### config.mk
export PLATFORM = sky130hd
export DESIGN_NAME = lisnoc_router_input_route_vc
export DESIGN_NICKNAME = d
export VERILOG_FILES = /design/src/rtl/lisnoc_router_input_route_vc_pkg.sv /design/src/rtl/lisnoc_router_input_route_vc_chan.sv /design/src/rtl/lisnoc_router_input_route_vc.sv
export SDC_FILE = /design/constraint.sdc
export NUM_CORES = 1
export LEC_CHECK = 0
export BUFFER_PORTS_ARGS = -buffer_cell sky130_fd_sc_hd__buf_2
export CAP_MARGIN = 5
export CORE_UTILIZATION = 45
export CTS_BUF_LIST = sky130_fd_sc_hd__clkbuf_8
export CTS_CLUSTER_DIAMETER = 30
export CTS_CLUSTER_SIZE = 25
export DETAILED_ROUTE_END_ITERATION = 10
export GPL_TIMING_DRIVEN = 0
export PLACE_DENSITY = 0.69
export SYNTH_ARGS = -nofsm -noshare
export SYNTH_HDL_FRONTEND = slang
export SYNTH_HIERARCHICAL = 1
export SYNTH_SLANG_ARGS = --single-unit
### constraint.sdc
create_clock -name clk -period 2 [get_ports clk]
set_clock_uncertainty 0.05 [all_clocks]
set_input_delay 0.3 -clock clk [delete_from_list [all_inputs] [get_ports clk]]
set_output_delay 0.3 -clock clk [all_outputs]
set_load 0.05 [all_outputs]
### src/rtl/lisnoc_router_input_route_vc_pkg.sv
// Shared flit type encodings and sizing helpers for the input route stage.
// Optional malformed-flit checking is enabled with LISNOC_ROUTE_ERRCHK_EN.
package lisnoc_router_input_route_vc_pkg;

    localparam logic [1:0] FLIT_TYPE_PAYLOAD = 2'b00;
    localparam logic [1:0] FLIT_TYPE_HEADER  = 2'b01;
    localparam logic [1:0] FLIT_TYPE_LAST    = 2'b10;
    localparam logic [1:0] FLIT_TYPE_SINGLE  = 2'b11;

    // Index width needed to address a table of n destinations (at least 1 bit).
    function automatic int unsigned dest_idx_width(input int unsigned n);
        return (n > 1) ? $clog2(n) : 1;
    endfunction

endpackage

### src/rtl/lisnoc_router_input_route_vc_chan.sv
// Single virtual channel: route lookup, packet route lock and one-entry output register.
// With LISNOC_ROUTE_ERRCHK_EN, orphan PAYLOAD/LAST and bad-destination headers are dropped.
module lisnoc_router_input_route_vc_chan
    import lisnoc_router_input_route_vc_pkg::*;
#(
    parameter int unsigned flit_data_width = 32,
    parameter int unsigned flit_type_width = 2,
    parameter int unsigned ph_dest_width   = 5,
    parameter int unsigned num_dests       = 32,
    parameter int unsigned directions      = 5,
    localparam int unsigned FlitWidth      = flit_data_width + flit_type_width
) (
    input  logic                                  clk,
    input  logic                                  rst,
    input  logic [FlitWidth-1:0]                  flit_i,
    input  logic                                  valid_i,
    output logic                                  ready_o,
    input  logic [directions-1:0]                 read_i,
    input  logic [num_dests-1:0][directions-1:0]  lut_i,
    output logic [directions-1:0]                 req_o,
    output logic [FlitWidth-1:0]                  flit_o
`ifdef LISNOC_ROUTE_ERRCHK_EN
    ,
    output logic                                  route_err_o
`endif
);

    localparam int unsigned IdxW = dest_idx_width(num_dests);

    logic                    out_valid_q, out_valid_d;
    logic [FlitWidth-1:0]    out_flit_q, out_flit_d;
    logic [directions-1:0]   out_dir_q, out_dir_d;
    logic [directions-1:0]   lock_q, lock_d;
    logic                    in_pkt_q, in_pkt_d;

    logic [1:0]              ftype;
    logic [ph_dest_width-1:0] dest;
    logic                    dest_ok;
    logic [directions-1:0]   route;
    logic                    is_hdr;
    logic                    rd;
    logic                    accept;
    logic                    load;

    assign ftype   = flit_i[flit_data_width +: 2];
    assign dest    = flit_i[flit_data_width-1 -: ph_dest_width];
    assign dest_ok = 32'(dest) < num_dests;
    assign route   = dest_ok ? lut_i[dest[IdxW-1:0]] : '0;
    assign is_hdr  = (ftype == FLIT_TYPE_HEADER) || (ftype == FLIT_TYPE_SINGLE);

    // Ready never looks at valid_i, which keeps the FIFO handshake loop-free.
    assign rd      = out_valid_q & (|read_i);
    assign ready_o = ~out_valid_q | rd;
    assign accept  = ready_o & valid_i;

`ifdef LISNOC_ROUTE_ERRCHK_EN
    logic err;
    logic err_q;

    assign err  = accept & ((~is_hdr & ~in_pkt_q) | (is_hdr & ~dest_ok));
    assign load = accept & ~err;

    always_ff @(posedge clk) begin
        if (!rst) begin
            err_q <= 1'b0;
        end else begin
            err_q <= err;
        end
    end

    assign route_err_o = err_q;
`else
    assign load = accept;
`endif

    always_comb begin
        out_valid_d = out_valid_q;
        out_flit_d  = out_flit_q;
        out_dir_d   = out_dir_q;
        lock_d      = lock_q;
        in_pkt_d    = in_pkt_q;
        if (load) begin
            out_valid_d = 1'b1;
            out_flit_d  = flit_i;
            out_dir_d   = is_hdr ? route : lock_q;
            unique case (ftype)
                FLIT_TYPE_HEADER: begin
                    lock_d   = route;
                    in_pkt_d = 1'b1;
                end
                FLIT_TYPE_LAST,
                FLIT_TYPE_SINGLE: in_pkt_d = 1'b0;
                default: ;
            endcase
        end else if (rd) begin
            out_valid_d = 1'b0;
        end
    end

    always_ff @(posedge clk) begin
        if (!rst) begin
            out_valid_q <= 1'b0;
            out_flit_q  <= '0;
            out_dir_q   <= '0;
            lock_q      <= '0;
            in_pkt_q    <= 1'b0;
        end else begin
            out_valid_q <= out_valid_d;
            out_flit_q  <= out_flit_d;
            out_dir_q   <= out_dir_d;
            lock_q      <= lock_d;
            in_pkt_q    <= in_pkt_d;
        end
    end

    assign req_o  = out_valid_q ? out_dir_q : '0;
    assign flit_o = out_flit_q;

endmodule

### src/rtl/lisnoc_router_input_route_vc.sv
// Input-port routing stage: slices per-VC buses and unpacks the lookup table.
// Define LISNOC_ROUTE_ERRCHK_EN to add the per-VC route_err output.
module lisnoc_router_input_route_vc
    import lisnoc_router_input_route_vc_pkg::*;
#(
    parameter int unsigned flit_data_width = 32,
    parameter int unsigned flit_type_width = 2,
    parameter int unsigned ph_dest_width   = 5,
    parameter int unsigned num_dests       = 32,
    parameter int unsigned directions      = 5,
    parameter int unsigned vchannels       = 2,
    parameter logic [directions*num_dests-1:0] lookup = '0,
    localparam int unsigned flit_width     = flit_data_width + flit_type_width
) (
    input  logic                                clk,
    input  logic                                rst,
    input  logic [vchannels*flit_width-1:0]     fifo_flit,
    input  logic [vchannels-1:0]                fifo_valid,
    output logic [vchannels-1:0]                fifo_ready,
    output logic [vchannels*directions-1:0]     switch_request,
    output logic [vchannels*flit_width-1:0]     switch_flit,
    input  logic [vchannels*directions-1:0]     switch_read
`ifdef LISNOC_ROUTE_ERRCHK_EN
    ,
    output logic [vchannels-1:0]                route_err
`endif
);

    logic [num_dests-1:0][directions-1:0] lut;

    // Destination 0 sits in the most-significant slice of the flat table.
    for (genvar d = 0; d < num_dests; d++) begin : g_lut
        assign lut[d] = lookup[(num_dests-1-d)*directions +: directions];
    end

    for (genvar v = 0; v < vchannels; v++) begin : g_vc
        lisnoc_router_input_route_vc_chan #(
            .flit_data_width (flit_data_width),
            .flit_type_width (flit_type_width),
            .ph_dest_width   (ph_dest_width),
            .num_dests       (num_dests),
            .directions      (directions)
        ) u_chan (
            .clk         (clk),
            .rst         (rst),
            .flit_i      (fifo_flit[v*flit_width +: flit_width]),
            .valid_i     (fifo_valid[v]),
            .ready_o     (fifo_ready[v]),
            .read_i      (switch_read[v*directions +: directions]),
            .lut_i       (lut),
            .req_o       (switch_request[v*directions +: directions]),
            .flit_o      (switch_flit[v*flit_width +: flit_width])
`ifdef LISNOC_ROUTE_ERRCHK_EN
            ,
            .route_err_o (route_err[v])
`endif
        );
    end

endmodule

==> results.cfg, run 1 <==
[outcome]
outcome = complete, no violations

[clocking]
postCtsSetupBuffers = 0
cts_resized = 9
clock_latency_ns = 0.36
numCtsBuffers = 9
cts.sinks = 90
ctsHoldBuffers = 0
clock_path_buffers = 2
htreeDepth = 3
clk_pin_slew_ns = 0.09
cts_root_buf = clkbuf_8
cts_tree = yes

[detailed_routing]
ant_nets = 0
detailroute.via_count = 6197
dr.pass1.iters = 4
wl_um = 16200
dr.first_iter.drc_count = 240
drc = 0
wl_per_cell_um = 11.6
via_per_inst = 4.43

[placed_design]
placedInstanceArea_sq_mm = 0.00867
port_buffers = 157
gp_routability_congestion = 0.755
hpwl_um = 12800

[synth]
synth_edf_count = 0
ys_types = 37
ys_seq_area_frac = 0.280
yosysWarningCount = 6
synthArstFlopShare = 0
yosysTopAreaCell = dfxtp_1
syn_area_sq_mm = 0.00644
ys_top_cells_by_area = dfxtp_1, mux2i_1, nand2_1
synth_seq_cells = 90
synth_top_flop_cell = dfxtp_1
avgSynthCellArea_sq_um = 8.86
syn-instance-count = 727
synth_top_area_frac = 0.280

[power_and_ir_drop]
p_seq_frac = 0.405
p_switching_mw = 1.56
power_density_mw_per_mm2 = 538
p_sw_frac = 0.324
ir_worst_vdd_mv = 0.302
pwr-share-clk = 0.288
comb_power_share = 0.307
power.internal_mw = 3.24
p_leak_nw = 4.68

[timing]
final.min_clock_period_ns = 1.85
maxSlewHeadroom = 0.657
fmax_mhz = 540
period_share = 0.925
drv_slew = 0
finalHoldViolations = 0
rsz0062_at_grt = false
setup_viol = 0
worst_slew_pin_slew_ns = 0.515

[finish]
post-route-util = 0.641
multi_input_area_sq_mm = 0.00531
n_fill_cell = 1310
seq_area_sq_mm = 0.00180
nNetsFinal = 1296
fin_area_sq_mm = 0.00893
n_antenna_cell = 0
drive_above_1_share = 0.210
area_growth_pct = 38.7

[setup_path]
crit_required_ns = 2.25
worstSetupEndpointType = flop
ff2ff_setup_slack_ns = 0.15
arrival_ns = 2.10
r2r_start = g_vc[0].u_chan/out_valid_q$_SDFFE_PN0P_
r2r_cells = 5
criticalPathCategory = reg2reg
startpoint_type = flop
crit_fanout = 6
r2r_end = g_vc[0].u_chan/lock_q[2]$_SDFFE_PN0P_

[floorplan]
num_io_pins = 162
start_util = 0.462
fp-row-count = 43
die-height_um = 122
core-area_sq_mm = 0.0139
die_w_um = 122
dieArea_sq_mm = 0.0148

[hold_path]
worstHoldEndpoint = g_vc[0].u_chan/flit_o[22]$_SDFFE_PN0P_
min_path_cells = 3
hold_class = in2reg
hold_start = fifo_flit[22]

[global_route]
grt_pass1_wl_um = 26200
grt_start_max_net_pins = 15
grt-ovfl-total = 0
grt_pass1_vias = 5466
grt_usage = 0.221
grt_antenna_before_repair = 0

[flow_run]
maxCapViolations = 0
-- logic make-up after synthesis --
group,share of synthesized area
DFF,0.280
AOI/OAI and AO/OA,0.213
buffers and inverters,0.0874
and+or+nand+nor,0.148
other,0.000582
muxes,0.272
-- per-layer routing --
layer / global-route usage / vias up / share of wire / routed length (um)
met2: 0.390 / 124 / 0.48 / 7750
met3: 0.0290 / 13 / 0.043 / 694
li1: - / 3312 / - / -
met1: 0.283 / 2748 / 0.47 / 7660
met5: 0 / - / 0 / 0
met4: 0.0509 / 0 / 0.0085 / 138
-- worst max path at each step --
stage	end	startpoint
floorplan	g_vc[0].u_chan/lock_q[0]$_SDFFE_PN0P_	fifo_flit[27]
global placement	g_vc[1].u_chan/lock_q[0]$_SDFFE_PN0P_	fifo_flit[63]
detailed placement	g_vc[1].u_chan/lock_q[0]$_SDFFE_PN0P_	fifo_flit[63]
CTS	g_vc[1].u_chan/lock_q[0]$_SDFFE_PN0P_	fifo_flit[63]
global route	g_vc[0].u_chan/lock_q[0]$_SDFFE_PN0P_	g_vc[0].u_chan/out_valid_q$_SDFFE_PN0P_
finish	g_vc[0].u_chan/lock_q[2]$_SDFFE_PN0P_	g_vc[0].u_chan/out_valid_q$_SDFFE_PN0P_
-- state kept, by name, indices dropped and copies added (netlist names) --
signal / flops
g_vc.u_chan/out_dir_q: 10
g_vc.u_chan/out_valid_q: 2
g_vc.u_chan/flit_o: 68
g_vc.u_chan/lock_q: 10
-- cell usage after synthesis, drive strengths merged, types with 6 or more instances --
master    n
mux4      6
or4       8
mux2i   160
nand3b   10
o22ai    10
nand2   142
a21oi   102
dfxtp    90
a22oi    66
buf      38
and2     12
nor2      8
clkbuf   22
a21boi   12
a2bb2o    8
-- worst max-delay path, cell delays in order (launching register included) --
cell      delay, ns
dfxtp_1        0.37
nor4b_4        0.16
a21boi_1       0.31
nand3_1        0.27
or2_2          0.40
a2bb2o_2       0.23
-- final cells by class --
| type | instances | area share |
|---|---|---|
| clock buffers | 11 | 0.0170 |
| inverters | 2 | 0.000841 |
| flip-flops and latches | 90 | 0.202 |
| plain buffers | 60 | 0.0636 |
| multi-input cells | 894 | 0.595 |
| repair buffers | 157 | 0.0880 |
| well taps | 180 | 0.0252 |
| clock inverters | 5 | 0.00869 |
-- power by group through the flow --
| stage | sequential, mW | combinational [mW] | clock, mW |
|---|---|---|---|
| detailed placement | 1.99 | 1.44 | 0 |
| global placement | 1.98 | 1.44 | 0 |
| finish | 1.94 | 1.48 | 1.38 |
| floorplan | 2.24 | 0.864 | 0 |
| CTS | 1.94 | 1.45 | 1.41 |
| global route | 1.96 | 1.62 | 1.49 |
-- per-stage QoR --
stage                     hold WS (ns)  instances  setup WS, ns  power (mW)  TNS [ns]
after CTS                        0.106       1399        0.0189        4.80         0
final                            0.121       1399         0.150        4.80         0
after global routing             0.112       1399        0.0214        5.06         0
after global placement           0.389       1383        -0.339        3.42     -9.57
after detailed placement         0.393       1383        -0.365        3.43    -10.65
after floorplan                  0.367       1046         0.129        3.11         0
-- cells in the final DEF (no fill, tap or decap), drive strengths merged --
cell and count:
nand3b 10, and2b 2, a22oi 66, nand2 142, or4 8, clkbuf 33, mux4 6, a22o 2
dfxtp 90, o21a 2, nor4b 2, o2bb2ai 2, o211ai 2, bufinv 2, nor2 8, a221oi 2
or2 4, a2bb2o 8, mux2i 160, a21oi 102, o22ai 10, nor2b 4, a21boi 12, nand3 4
conb 320, clkinv 2, nand2b 4, inv 3, buf 195, and2 12
Note: power is estimated with default switching activity, not from simulation.
==> run 2, diff against run 1 <==
--- a/config.mk
+++ b/config.mk
@@ -5,6 +5,7 @@
 export SDC_FILE = /design/constraint.sdc
 export NUM_CORES = 1
 export LEC_CHECK = 0
+export ABC_AREA = 1
 export BUFFER_PORTS_ARGS = -buffer_cell sky130_fd_sc_hd__buf_2
 export CAP_MARGIN = 5
 export CORE_UTILIZATION = 45
==> run 2 against run 1 <==
Final area increased by 0.22%; sequential power is essentially flat; synthesized area is 1.9% higher; register-to-register slack better by 0.31 ns; core utilization down 0.35 points; maximum frequency rose by 7.9%; combinational power is 10% higher; total power decreased by 0.17%; non-clock buffer count up 26; worst hold slack lost 0.018 ns; critical path type is now reg2out; largest cell class unchanged.
==> results.cfg, run 2 <==
[timing]
drv_slew = 0
fmax_mhz = 583
fin_hold_ws_ns = 0.103
period_share = 0.858
final.min_clock_period_ns = 1.72
maxSlewHeadroom = 0.661
finalHoldViolations = 0
worst_slew_pin_slew_ns = 0.508
setup_viol = 0
rsz0062_at_grt = false
tns_ns = 0

[detailed_routing]
detailroute.via_count = 8032
dr.pass1.iters = 5
dr.first_iter.drc_count = 396
wl_per_cell_um = 10.6
ant_nets = 0
via_per_inst = 4.38
drc = 0
wl_um = 19300

[setup_path]
path_cells = inv_2, nor2_2, inv_1, buf_2
arrival_ns = 1.37
crit_fanout = 6
slowest_delay_ns = 0.48
startpoint_type = flop
crit_required_ns = 1.65
ff2ff_setup_slack_ns = 0.46
path_delay_family = flip-flops
criticalPathCategory = reg2out
slowest_stage = dfxtp_1
worstSetupEndpointType = primary output
cp_num_buf_inv = 3

[floorplan]
core-area_sq_mm = 0.0140
fp-row-count = 43
die_w_um = 123
start_util = 0.467
num_io_pins = 162
dieArea_sq_mm = 0.0151
die-height_um = 123

[clocking]
clock_path_buffers = 2
cts_resized = 0
clock_latency_ns = 0.36
postCtsSetupBuffers = 0
ctsHoldBuffers = 0
numCtsBuffers = 9
clk_pin_slew_ns = 0.09
htreeDepth = 3
cts.sinks = 90
cts_tree = yes
cts_root_buf = clkbuf_8

[finish]
multi_input_area_sq_mm = 0.00532
fin_area_sq_mm = 0.00895
n_fill_cell = 1426
seq_area_sq_mm = 0.00180
nNetsFinal = 1732
largest_register_ffs = 68
final_common_cell = nand2_1
n_antenna_cell = 0
area_growth_pct = 36.4
drive_above_1_share = 0.150
layout_common_cells = nand2_1, conb_1, nand3_1

[synth]
avgSynthCellArea_sq_um = 5.64
synth_seq_cells = 90
synthArstFlopShare = 0
ys_types = 21
synth_top_area_frac = 0.275
syn-instance-count = 1163
ys_top_cells_by_area = dfxtp_1, nand2_1, nand3_1
yosysWarningCount = 6
synth_edf_count = 0
synth_common_cells = nand2_1, nand3_1, nor2_1, dfxtp_1, o21ai_0
yosysTopAreaCell = dfxtp_1
synth_top_flop_cell = dfxtp_1
ys_seq_area_frac = 0.275
syn_area_sq_mm = 0.00656
yosys.cell_count.top_type = nand2_1

[hold_path]
hold_class = in2reg

[global_route]
grt_antenna_before_repair = 0
grt-ovfl-total = 0
grt_usage = 0.263
grt_start_max_net_pins = 15
grt_pass1_vias = 7004
grt_pass1_wl_um = 32000

[power_and_ir_drop]
p_sw_frac = 0.380
power.internal_mw = 2.97
ir_worst_vdd_mv = 0.412
comb_power_share = 0.341
p_leak_nw = 5.06
power_density_mw_per_mm2 = 536
p_seq_frac = 0.411
p_switching_mw = 1.82
pwr-share-clk = 0.248

[placed_design]
gp_routability_congestion = 0.834
hpwl_um = 14900
port_buffers = 157
placedInstanceArea_sq_mm = 0.00877

[outcome]
outcome = complete, no violations

[flow_run]
maxCapViolations = 0
## run 2: changes by cell type after synthesis, sizes merged, moves of 66 or more
cell	previous run	this run
o21ai	0	82
mux2i	160	0
nand3	4	272
a22oi	66	0
nor2	8	134
nand2	142	416
## run 2: final timing paths
kind	startpoint	end	cells past startpoint
worst max-delay path	g_vc[0].u_chan/out_valid_q$_SDFFE_PN0P_	fifo_ready[0]	4
worst min register to register	g_vc[0].u_chan/flit_o[32]$_SDFFE_PN0P_	g_vc[0].u_chan/flit_o[32]$_SDFFE_PN0P_	2
worst min-delay path	fifo_flit[5]	g_vc[0].u_chan/flit_o[5]$_SDFFE_PN0P_	3
worst max register to register	g_vc[0].u_chan/out_valid_q$_SDFFE_PN0P_	g_vc[0].u_chan/out_dir_q[3]$_SDFFE_PN0P_	7
## run 2: cell type report
cell class	count	area share
multi-input cells	1272	0.594
flip-flops and latches	90	0.201
clock inverters	5	0.00643
repair buffers	157	0.0878
inverters	34	0.0154
plain buffers	86	0.0559
well taps	180	0.0252
clock buffers	9	0.0138
## run 2: per-layer routing
layer  vias up  part of all wire  global-route usage
met5         -                 0                   0
met1      3398              0.45               0.334
li1       4440                 -                   -
met2       163              0.49               0.458
met3        31             0.043              0.0400
met4         0             0.018              0.0678
## run 2: per-stage QoR
stage / util / setup slack, ns / power [mW] / cells
3_5_place_dp: 0.624 / 0.282 / 3.62 / 1819
6_report: 0.637 / 0.285 / 4.79 / 1833
4_1_cts: 0.637 / 0.273 / 4.80 / 1833
2_1_floorplan: - / 0.675 / 3.22 / 1482
5_1_grt: 0.637 / 0.214 / 5.11 / 1833
3_3_place_gp: 0.624 / 0.290 / 3.61 / 1819
## run 2: logic make-up after synthesis
kind of cell | synth area share
buffers and inverters | 0.0973
other | 0.000572
DFF | 0.275
AOI/OAI and AO/OA | 0.0954
and+or+nand+nor | 0.532
## run 2: worst reg2reg max path: stages, from the launching register on
cell and delay [ns]:
dfxtp_1 0.48, inv_2 0.06, nor2_2 0.18, nor2_4 0.09, inv_2 0.14, buf_2 0.26
a21oi_1 0.07, a21oi_1 0.16
## run 2: power by group through the flow
stage                     sequential, mW  combinational, mW  clock [mW]
final                               1.97               1.63        1.19
after global routing                1.99               1.83        1.28
after global placement              2.01               1.61           0
after CTS                           1.97               1.61        1.21
after detailed placement            2.01               1.61           0
after floorplan                     2.34              0.880           0
==> run 3, diff against run 2 <==
--- a/config.mk
+++ b/config.mk
@@ -9,13 +9,11 @@
 export BUFFER_PORTS_ARGS = -buffer_cell sky130_fd_sc_hd__buf_2
 export CAP_MARGIN = 5
 export CORE_UTILIZATION = 45
-export CTS_BUF_LIST = sky130_fd_sc_hd__clkbuf_8
 export CTS_CLUSTER_DIAMETER = 30
 export CTS_CLUSTER_SIZE = 25
 export DETAILED_ROUTE_END_ITERATION = 10
 export GPL_TIMING_DRIVEN = 0
-export PLACE_DENSITY = 0.69
+export PLACE_DENSITY = 0.79
 export SYNTH_ARGS = -nofsm -noshare
 export SYNTH_HDL_FRONTEND = slang
-export SYNTH_HIERARCHICAL = 1
 export SYNTH_SLANG_ARGS = --single-unit
==> run 3 against run 2 <==
Flip-flop and latch count down 20; synthesized cell count down 59%; first-iteration DRC count down 69%; final area down 51%; routed wire length down 56%; combinational power down 47%; clock power up 10%; total power down 22%; worst hold slack better by 0.12 ns; setup slack worse by 0.17 ns; core utilization down 0.22 points; cell count down 59%; critical path type unchanged; critical endpoint is now fifo_ready[1]; largest cell class is now flip-flops and latches; highest routed layer unchanged.
==> results.cfg, run 3 <==
[clocking]
cts_root_buf = clkbuf_8
postCtsSetupBuffers = 0
ctsHoldBuffers = 0
clk_pin_slew_ns = 0.08
cts_resized = 0
cts.sinks = 70
cts_tree = yes
numCtsBuffers = 9
htreeDepth = 3
clock_latency_ns = 0.34
clock_path_buffers = 2

[detailed_routing]
detailroute.via_count = 3437
dr.first_iter.drc_count = 123
via_per_inst = 4.61
wl_per_cell_um = 11.3
ant_nets = 0
wl_um = 8440
drc = 0
dr.pass1.iters = 4

[timing]
finalHoldViolations = 0
setup_viol = 0
period_share = 0.941
postLayoutSetupSlackWorst_ns = 0.118
tns_ns = 0
fmax_mhz = 531
final.min_clock_period_ns = 1.88
fin_hold_ws_ns = 0.221
drv_slew = 0
rsz0062_at_grt = false

[setup_path]
arrival_ns = 1.53
ff2ff_setup_slack_ns = 0.74
slowest_delay_ns = 0.31
crit_required_ns = 1.65
path_common_cell = buf_2
slowest_stage = dfxtp_1
crit_fanout = 10
startpoint_type = flop
worstSetupEndpointType = primary output
criticalPathCategory = reg2out
path_cells = inv_1, nor2_2, nand3_2, buf_2, buf_4, buf_2

[synth]
synth_top_flop_cell = dfxtp_1
avgSynthCellArea_sq_um = 6.80
ys_top_cells_by_area = dfxtp_1, a21oi_1, nand3_1
yosysTopAreaCell = dfxtp_1
ys_types = 14
synth_seq_cells = 70
syn-instance-count = 476
ys_seq_area_frac = 0.433
synthArstFlopShare = 0
yosysWarningCount = 0
yosys.cell_count.top_type = inv_1
synth_top_area_frac = 0.433
synth_edf_count = 0
syn_area_sq_mm = 0.00324
synth_common_cells = inv_1, nor2_1, a21oi_1, dfxtp_1

[finish]
largest_register_ffs = 68
drive_above_1_share = 0.322
nNetsFinal = 726
n_antenna_cell = 0
final_common_cell = buf_2
area_growth_pct = 34.8
layout_common_cells = buf_2, inv_1, nor2_1
n_fill_cell = 669

[global_route]
grt_start_max_net_pins = 13
grt_pass1_wl_um = 13600
grt_antenna_before_repair = 0
grt_usage = 0.228
grt-ovfl-total = 0
grt_pass1_vias = 3060

[flow_run]
maxCapViolations = 0

[power_and_ir_drop]
power.internal_mw = 2.52
p_switching_mw = 1.21
power_density_mw_per_mm2 = 853
pwr-share-clk = 0.352
ir_worst_vdd_mv = 0.387
p_leak_nw = 2.56
p_sw_frac = 0.324
comb_power_share = 0.234
p_seq_frac = 0.414

[floorplan]
dieArea_sq_mm = 0.00753
die-height_um = 86.8
num_io_pins = 162
core-area_sq_mm = 0.00687
fp-row-count = 30
die_w_um = 86.8
start_util = 0.471

[placed_design]
place_ws_ns = 0.354
gp_routability_congestion = 0.855
hpwl_um = 6300
port_buffers = 148

[hold_path]
hold_class = in2reg

[outcome]
outcome = complete, no violations
-- run 3: layout make-up --
type,count,area [sq um],share of cell area
sequential,70,1400,0.321
tap,96,120,0.0275
clock inverter,5,81.3,0.0186
inverter,73,274,0.0628
multi-input combinational,292,1290,0.295
buffer,50,305,0.0700
timing repair buffer,148,741,0.170
clock buffer,11,151,0.0347
-- run 3: kinds of logic (layout without fill, tap and decap cells) --
logic type | count (synthesis) | after routing | synth area share
AND/OR/NAND/NOR | 212 | 212 | 0.278
buffers and inverters | 123 | 287 | 0.179
AO/OA/AOI/OAI | 70 | 70 | 0.108
flip-flops | 70 | 70 | 0.433
other | 1 | 10 | 0.00116
-- run 3: power by group through the flow --
stage	clock (mW)	combinational, mW	sequential (mW)
2_1_floorplan	0	0.309	1.91
3_3_place_gp	0	0.859	1.57
3_5_place_dp	0	0.871	1.57
4_1_cts	1.33	0.871	1.54
5_1_grt	1.38	0.939	1.55
6_report	1.31	0.870	1.54
-- run 3: per-stage QoR --
stage               cell area [sq um]  cells  power, mW  utilization
finish                           4360    745       3.72        0.635
global route                     4360    745       3.87        0.635
CTS                              4360    745       3.74        0.635
detailed placement               4130    729       2.44        0.601
global placement                 4130    729       2.43        0.601
floorplan                        3270    485       2.22            -
-- run 3: final timing paths --
kind	cells past startpoint	from	to
setup / recovery	6	g_vc[1].u_chan.out_valid_q$_SDFFE_PN0P_	fifo_ready[1]
hold / removal	5	fifo_flit[34]	g_vc[1].u_chan.flit_o[0]$_SDFFE_PN0P_
setup reg to reg	6	g_vc[1].u_chan.out_valid_q$_SDFFE_PN0P_	g_vc[1].u_chan.flit_o[16]$_SDFFE_PN0P_
hold reg to reg	2	g_vc[1].u_chan.flit_o[31]$_SDFFE_PN0P_	g_vc[1].u_chan.flit_o[31]$_SDFFE_PN0P_
-- run 3: worst max-delay path, delay by kind of cell (launching register included) --
family,cells,cell delay [ns]
simple gates,2,0.26
buf+inv,4,0.64
flops,1,0.31
-- run 3: per-layer routing --
| metal | track usage | vias up | part of all wire |
|---|---|---|---|
| met5 | 0 | - | 0 |
| li1 | - | 1785 | - |
| met2 | 0.377 | 116 | 0.47 |
| met4 | 0.118 | 0 | 0.022 |
| met1 | 0.284 | 1520 | 0.45 |
| met3 | 0.0429 | 16 | 0.054 |
